$ cat config.mk
export PLATFORM = sky130hd
export DESIGN_NAME = rv32m_ext_unit
export DESIGN_NICKNAME = d
export VERILOG_FILES = /design/src/rtl/rv32m_ext_unit.sv
export SDC_FILE = /design/constraint.sdc
export NUM_CORES = 2
export LEC_CHECK = 0
export CORE_ASPECT_RATIO = 0.8
export CORE_UTILIZATION = 65
export DETAILED_ROUTE_END_ITERATION = 8
export GPL_TIMING_DRIVEN = 1
export PLACE_DENSITY = 0.83
export SYNTH_ARGS = -nofsm -noshare
export SYNTH_HDL_FRONTEND = slang
export SYNTH_SLANG_ARGS = --single-unit
$ cat constraint.sdc
create_clock -name i_clk -period 10.4 [get_ports i_clk]
set_input_delay 1.04 -clock i_clk [delete_from_list [all_inputs] [get_ports i_clk]]
set_output_delay 1.04 -clock i_clk [all_outputs]
set_load 0.01 [all_outputs]
$ cat src/rtl/rv32m_ext_unit.sv
// rv32m_ext_unit
//
// Multi-cycle RV32M multiply/divide unit placed behind the execute stage's
// external-M port. A request is taken in IDLE and the unit then spends one
// cycle in MUL, 32 cycles in DIV or one cycle in FIX (divide-by-zero and
// signed overflow). It then spends one cycle in ACK, where o_ack pulses and
// o_res holds the result.
//
// Ports
//   i_clk   rising-edge clock
//   i_rst   asynchronous, active-low reset
//   i_en    request; held high with stable operands until o_ack is seen
//   i_rs1   operand A (multiplicand / dividend)
//   i_rs2   operand B (multiplier / divisor)
//   i_f3    funct3 selecting MUL/MULH/MULHSU/MULHU/DIV/DIVU/REM/REMU
//   o_res   registered result; holds until the next completion
//   o_ack   registered one-cycle completion pulse
module rv32m_ext_unit #(
    parameter int XLEN = 32
) (
    input  logic            i_clk,
    input  logic            i_rst,
    input  logic            i_en,
    input  logic [XLEN-1:0] i_rs1,
    input  logic [XLEN-1:0] i_rs2,
    input  logic [2:0]      i_f3,
    output logic [XLEN-1:0] o_res,
    output logic            o_ack
);

    typedef enum logic [2:0] {
        ST_IDLE,
        ST_MUL,
        ST_DIV,
        ST_FIX,
        ST_ACK
    } state_t;

    state_t state_reg, state_next;

    // Latched request. Only f3[1:0] is needed after dispatch, because the
    // state itself already encodes multiply versus divide.
    logic [XLEN-1:0]   a_reg, b_reg;
    logic [1:0]        op_reg;
    logic              a_sgn_reg, b_sgn_reg;
    logic              neg_q_reg, neg_r_reg;

    // Division datapath: the dividend shifts out of quo_reg while the
    // quotient bits shift in.
    logic [XLEN-1:0]   quo_reg, rem_reg, dvs_reg;
    logic [5:0]        cnt_reg;

    logic [XLEN-1:0]   res_reg;
    logic              ack_reg;

    // ------------------------------------------------------------------
    // Request decode (used only in IDLE)
    // ------------------------------------------------------------------
    logic            a_signed_in, b_signed_in;
    logic            rs1_neg_in, rs2_neg_in;
    logic [XLEN-1:0] rs1_mag_in, rs2_mag_in;
    logic            ovf_in;

    always_comb begin
        a_signed_in = (i_f3 == 3'b001) || (i_f3 == 3'b010) ||
                      (i_f3 == 3'b100) || (i_f3 == 3'b110);
        b_signed_in = (i_f3 == 3'b001) || (i_f3 == 3'b100) ||
                      (i_f3 == 3'b110);
        rs1_neg_in  = a_signed_in && i_rs1[XLEN-1];
        rs2_neg_in  = b_signed_in && i_rs2[XLEN-1];
        // The magnitude of the most negative value is still correct when it
        // is read as unsigned.
        rs1_mag_in  = rs1_neg_in ? -i_rs1 : i_rs1;
        rs2_mag_in  = rs2_neg_in ? -i_rs2 : i_rs2;
        ovf_in      = ((i_f3 == 3'b100) || (i_f3 == 3'b110)) &&
                      (i_rs1 == {1'b1, {(XLEN-1){1'b0}}}) &&
                      (i_rs2 == {XLEN{1'b1}});
    end

    // ------------------------------------------------------------------
    // Multiply: 2*XLEN-bit modular product of the sign/zero-extended
    // operands. This equals the low 2*XLEN bits of the 33x33 signed product.
    // ------------------------------------------------------------------
    logic [2*XLEN-1:0] a_ext, b_ext, prod;
    logic [XLEN-1:0]   mul_res;

    always_comb begin
        a_ext   = {{XLEN{a_sgn_reg & a_reg[XLEN-1]}}, a_reg};
        b_ext   = {{XLEN{b_sgn_reg & b_reg[XLEN-1]}}, b_reg};
        prod    = a_ext * b_ext;
        mul_res = (op_reg == 2'b00) ? prod[XLEN-1:0] : prod[2*XLEN-1:XLEN];
    end

    // ------------------------------------------------------------------
    // One restoring-division step
    // ------------------------------------------------------------------
    logic [XLEN:0]   rem_shift, diff;
    logic            q_bit;
    logic [XLEN-1:0] rem_step, quo_step, div_res, fix_res;

    always_comb begin
        rem_shift = {rem_reg, quo_reg[XLEN-1]};
        diff      = rem_shift - {1'b0, dvs_reg};
        q_bit     = ~diff[XLEN];
        rem_step  = q_bit ? diff[XLEN-1:0] : rem_shift[XLEN-1:0];
        quo_step  = {quo_reg[XLEN-2:0], q_bit};
        // op_reg[1] separates REM/REMU from DIV/DIVU
        if (op_reg[1])
            div_res = neg_r_reg ? -rem_step : rem_step;
        else
            div_res = neg_q_reg ? -quo_step : quo_step;

        if (b_reg == '0)
            fix_res = op_reg[1] ? a_reg : {XLEN{1'b1}};
        else
            fix_res = op_reg[1] ? '0 : {1'b1, {(XLEN-1){1'b0}}};
    end

    // ------------------------------------------------------------------
    // Next-state / control
    // ------------------------------------------------------------------
    logic            load_op;
    logic            div_step;
    logic            res_we;
    logic [XLEN-1:0] res_next;

    always_comb begin
        state_next = state_reg;
        load_op    = 1'b0;
        div_step   = 1'b0;
        res_we     = 1'b0;
        res_next   = res_reg;
        case (state_reg)
            ST_IDLE: begin
                if (i_en) begin
                    load_op = 1'b1;
                    if (!i_f3[2])
                        state_next = ST_MUL;
                    else if ((i_rs2 == '0) || ovf_in)
                        state_next = ST_FIX;
                    else
                        state_next = ST_DIV;
                end
            end
            ST_MUL: begin
                if (!i_en) begin
                    state_next = ST_IDLE;
                end else begin
                    res_we     = 1'b1;
                    res_next   = mul_res;
                    state_next = ST_ACK;
                end
            end
            ST_DIV: begin
                if (!i_en) begin
                    state_next = ST_IDLE;
                end else begin
                    div_step = 1'b1;
                    if (cnt_reg == 6'd31) begin
                        res_we     = 1'b1;
                        res_next   = div_res;
                        state_next = ST_ACK;
                    end
                end
            end
            ST_FIX: begin
                if (!i_en) begin
                    state_next = ST_IDLE;
                end else begin
                    res_we     = 1'b1;
                    res_next   = fix_res;
                    state_next = ST_ACK;
                end
            end
            // The datapath still presents the finished request during ACK,
            // so i_en is deliberately not looked at here.
            ST_ACK:  state_next = ST_IDLE;
            default: state_next = ST_IDLE;
        endcase
    end

    // ------------------------------------------------------------------
    // Registers
    // ------------------------------------------------------------------
    always_ff @(posedge i_clk or negedge i_rst) begin
        if (!i_rst) begin
            state_reg <= ST_IDLE;
            a_reg     <= '0;
            b_reg     <= '0;
            op_reg    <= '0;
            a_sgn_reg <= 1'b0;
            b_sgn_reg <= 1'b0;
            neg_q_reg <= 1'b0;
            neg_r_reg <= 1'b0;
            quo_reg   <= '0;
            rem_reg   <= '0;
            dvs_reg   <= '0;
            cnt_reg   <= '0;
            res_reg   <= '0;
            ack_reg   <= 1'b0;
        end else begin
            state_reg <= state_next;
            ack_reg   <= (state_next == ST_ACK);
            if (res_we)
                res_reg <= res_next;
            if (load_op) begin
                a_reg     <= i_rs1;
                b_reg     <= i_rs2;
                op_reg    <= i_f3[1:0];
                a_sgn_reg <= a_signed_in;
                b_sgn_reg <= b_signed_in;
                neg_q_reg <= rs1_neg_in ^ rs2_neg_in;
                neg_r_reg <= rs1_neg_in;
                quo_reg   <= rs1_mag_in;
                rem_reg   <= '0;
                dvs_reg   <= rs2_mag_in;
                cnt_reg   <= '0;
            end else if (div_step) begin
                quo_reg <= quo_step;
                rem_reg <= rem_step;
                cnt_reg <= cnt_reg + 6'd1;
            end
        end
    end

    assign o_res = res_reg;
    assign o_ack = ack_reg;

endmodule

==> results.json <==
{
  "highest_layer": "met5",
  "rsz0062_at_grt": "no",
  "viasPerCell": 6.12,
  "final_area_um2": 55500,
  "synthCells": 6143,
  "synth_top_family_by_area": "adder cells",
  "setup_viol": 0,
  "synth_cell_types": 91,
  "required_ps": 10840,
  "grt_pass1_wl_um": 257000,
  "ff2ff_setup_slack_ps": 960,
  "fin_setup_tns_ps": 0,
  "relSlewSlack": 0.123,
  "outcome": "completed",
  "clk_latency_ps": 570,
  "synth-seq-area-share": 0.0980,
  "syn-cell-area_um2": 52900,
  "min_path_type": "flip-flop to flip-flop",
  "ant_nets": 0,
  "syn_to_final_growth_pct": 4.97,
  "cp_data_arrival_time_ps": 9880,
  "die_area_um2": 82500,
  "grt_pass1_vias": 45000,
  "synth_nets": 7589,
  "cts_resized": 0,
  "drive_above_1_share": 0.0347,
  "slew_violations": 0,
  "port-buffer-count": 102,
  "ios": 103,
  "wl_per_cell_um": 22.9,
  "ff2ff_path_depth": 26,
  "synth_xor_area_frac": 0.0335,
  "route.met2.wl_um": 70400,
  "vias": 43600,
  "numCtsBuffers": 23,
  "regToRegEndpoint": "o_res[21]$_DFFE_PN0P_",
  "synth_edf_count": 0,
  "finalHoldViolations": 0,
  "clock_sinks": 207,
  "drtIter0Drc": 4804,
  "startpoint_type": "flip-flop",
  "core_area_um2": 80500,
  "drc": 0,
  "post_cts_buffers": 0,
  "synth_ff_type": "dfrtp_1",
  "tightestPinTransition_ps": 1320,
  "die_h_um": 257,
  "dr.pass1.iters": 7,
  "period_share": 0.907,
  "fin_ws_ps": 962,
  "max_freq_mhz": 106,
  "maxCapViolations": 0,
  "grt_max_degree": 91,
  "dpl_cell_area_um2": 54700,
  "pre_cts_slack_ps": 1110,
  "cts_tree": "built",
  "initial_core_util": 0.657,
  "async_flop_share": 1.00,
  "setup.worst_path.start": "a_reg[7]$_DFFE_PN0P_",
  "dp_hpwl_um": 132000,
  "synth-simple-area-share": 0.176,
  "end_kind": "flip-flop",
  "antenna_found_initial": 2,
  "r2r-start": "a_reg[7]$_DFFE_PN0P_",
  "cts_hold_buf": 0,
  "place_congestion": 1.05,
  "crit_end": "o_res[21]$_DFFE_PN0P_",
  "wl_met3_um": 20300,
  "clockBufferDepth": 3,
  "avgSynthCellArea_um2": 8.61,
  "critPathKind": "flip-flop to flip-flop",
  "cts_root_buffer": "clkbuf_16",
  "drt_wl_total_um": 163000,
  "cts_htree_levels": 1,
  "synthAdderAreaFrac": 0.486,
  "ys_warn_count": 0,
  "synth_compound_area_frac": 0.0921,
  "fin_worst_skew_ps": 22.3,
  "die_w_um": 321,
  "path_clk_slew_ps": 60,
  "muxShareOfSynthArea": 0.00561,
  "grt_usage": 0.407,
  "wl_met1_um": 62900,
  "ys_ff_latch": 207,
  "crit_fanout": 28,
  "rows": 93,
  "gr-total-overflow": 0,
  "period_needed_ps": 9440,
  "nets": 7454
}
-- worst min-delay path by stage --
stage | from | end | cells after the start
2_1_floorplan | dvs_reg[10]$_DFFE_PN0P_ | dvs_reg[10]$_DFFE_PN0P_ | 2
3_3_place_gp | dvs_reg[30]$_DFFE_PN0P_ | dvs_reg[30]$_DFFE_PN0P_ | 2
3_5_place_dp | dvs_reg[8]$_DFFE_PN0P_ | dvs_reg[8]$_DFFE_PN0P_ | 2
4_1_cts | dvs_reg[17]$_DFFE_PN0P_ | dvs_reg[17]$_DFFE_PN0P_ | 2
5_1_grt | dvs_reg[30]$_DFFE_PN0P_ | dvs_reg[30]$_DFFE_PN0P_ | 2
6_report | dvs_reg[17]$_DFFE_PN0P_ | dvs_reg[17]$_DFFE_PN0P_ | 2
-- synth_stat cells (15+ instances only) --
library cell	instances	area, um^2
a211oi_1	23	173
a21o_1	39	293
a21oi_1	218	1090
a31oi_1	23	144
and2_1	367	2300
and3_1	36	225
buf_2	15	75.1
clkbuf_1	349	1310
dfrtp_1	207	5180
fa_1	1126	22500
ha_1	250	3130
inv_1	1163	4370
mux2i_1	24	240
nand2_1	1143	4290
nand2b_1	20	125
nand3_1	36	180
nand4_1	33	206
nor2_1	193	724
nor3_1	49	245
nor4_1	39	244
o211ai_1	26	195
o21a_1	20	150
o21ai_0	241	1210
o31ai_1	32	240
or2_2	19	119
or3_1	22	138
xnor2_1	117	1020
xor2_1	85	744
-- cell type report --
| type | count | area, um^2 |
|---|---|---|
| multi-input cells | 4400 | 41900 |
| fillers | 6249 | 25000 |
| flip-flops and latches | 207 | 5190 |
| inverters | 1165 | 4370 |
| repair buffers | 211 | 1840 |
| well taps | 1092 | 1370 |
| clock buffers | 25 | 603 |
| clock inverters | 16 | 199 |
| diodes | 2 | 5.00 |
-- routing by layer --
| metal | up-vias | track usage |
|---|---|---|
| met1 | 21800 | 0.570 |
| met4 | 2 | 0.192 |
| met5 | - | 0.00760 |
| met2 | 2737 | 0.598 |
| li1 | 18500 | - |
| met3 | 533 | 0.102 |
-- cell families after synthesis --
family | count (synthesis)
AND/OR/NAND/NOR | 2018
buffers and inverters | 1536
adder cells (fa/ha/maj) | 1376
AO/OA/AOI/OAI | 776
flip-flops | 207
XOR/XNOR | 202
multiplexers | 28
-- per-stage QoR --
stage,util,hold slack (ps),cells
floorplan,-,450,6143
global placement,0.679,463,7075
detailed placement,0.679,471,7075
CTS,0.689,486,7116
global route,0.689,505,7116
finish,0.689,481,7118
-- critical path, cell delays in order, from the launching register on --
cell and delay [ps]:
dfrtp_1 1200, buf_4 350, nand2_1 100, fa_1 560, inv_1 60, fa_1 500, inv_1 60, fa_1 510
inv_1 60, fa_1 440, ha_1 210, ha_1 300, fa_1 560, fa_1 450, ha_1 360, a211o_1 350
a211oi_1 520, nor4_1 230, a2111oi_0 650, nor3b_1 160, o21ai_0 410, a21oi_1 120, o31ai_1 400, nor2b_1 210
xor2_1 250, a21oi_1 110, o22a_1 200
-- cell usage in the layout, fill, tap and decap left out, types with 8 or more instances in the layout --
master           instances
o41ai_1                  8
nand2_1               1142
inv_1                 1163
or3_1                   22
dfrtp_1                200
nor2_1                 192
o21bai_1                11
clkdlybuf4s50_1        101
o21ai_0                241
a31oi_1                 23
fa_1                  1126
and2_1                 367
a211oi_1                23
nor4_1                  39
o31ai_1                 32
nand2b_1                19
xor2_1                  85
nand4_1                 33
a211o_1                 12
o21a_1                  20
clkbuf_16               23
or2_2                   19
ha_1                   250
o211ai_1                26
nor3_1                  49
buf_4                  109
xnor2_1                117
nor3b_1                  8
nand3_1                 36
and3_1                  36
or4_1                   10
o22ai_1                  9
o221ai_1                14
mux2i_1                 24
a21o_1                  39
nor2b_1                 12
a21oi_1                218
Power is not shown: default switching activity piles up to over one toggle a cycle in this logic, so the estimate is an artifact.
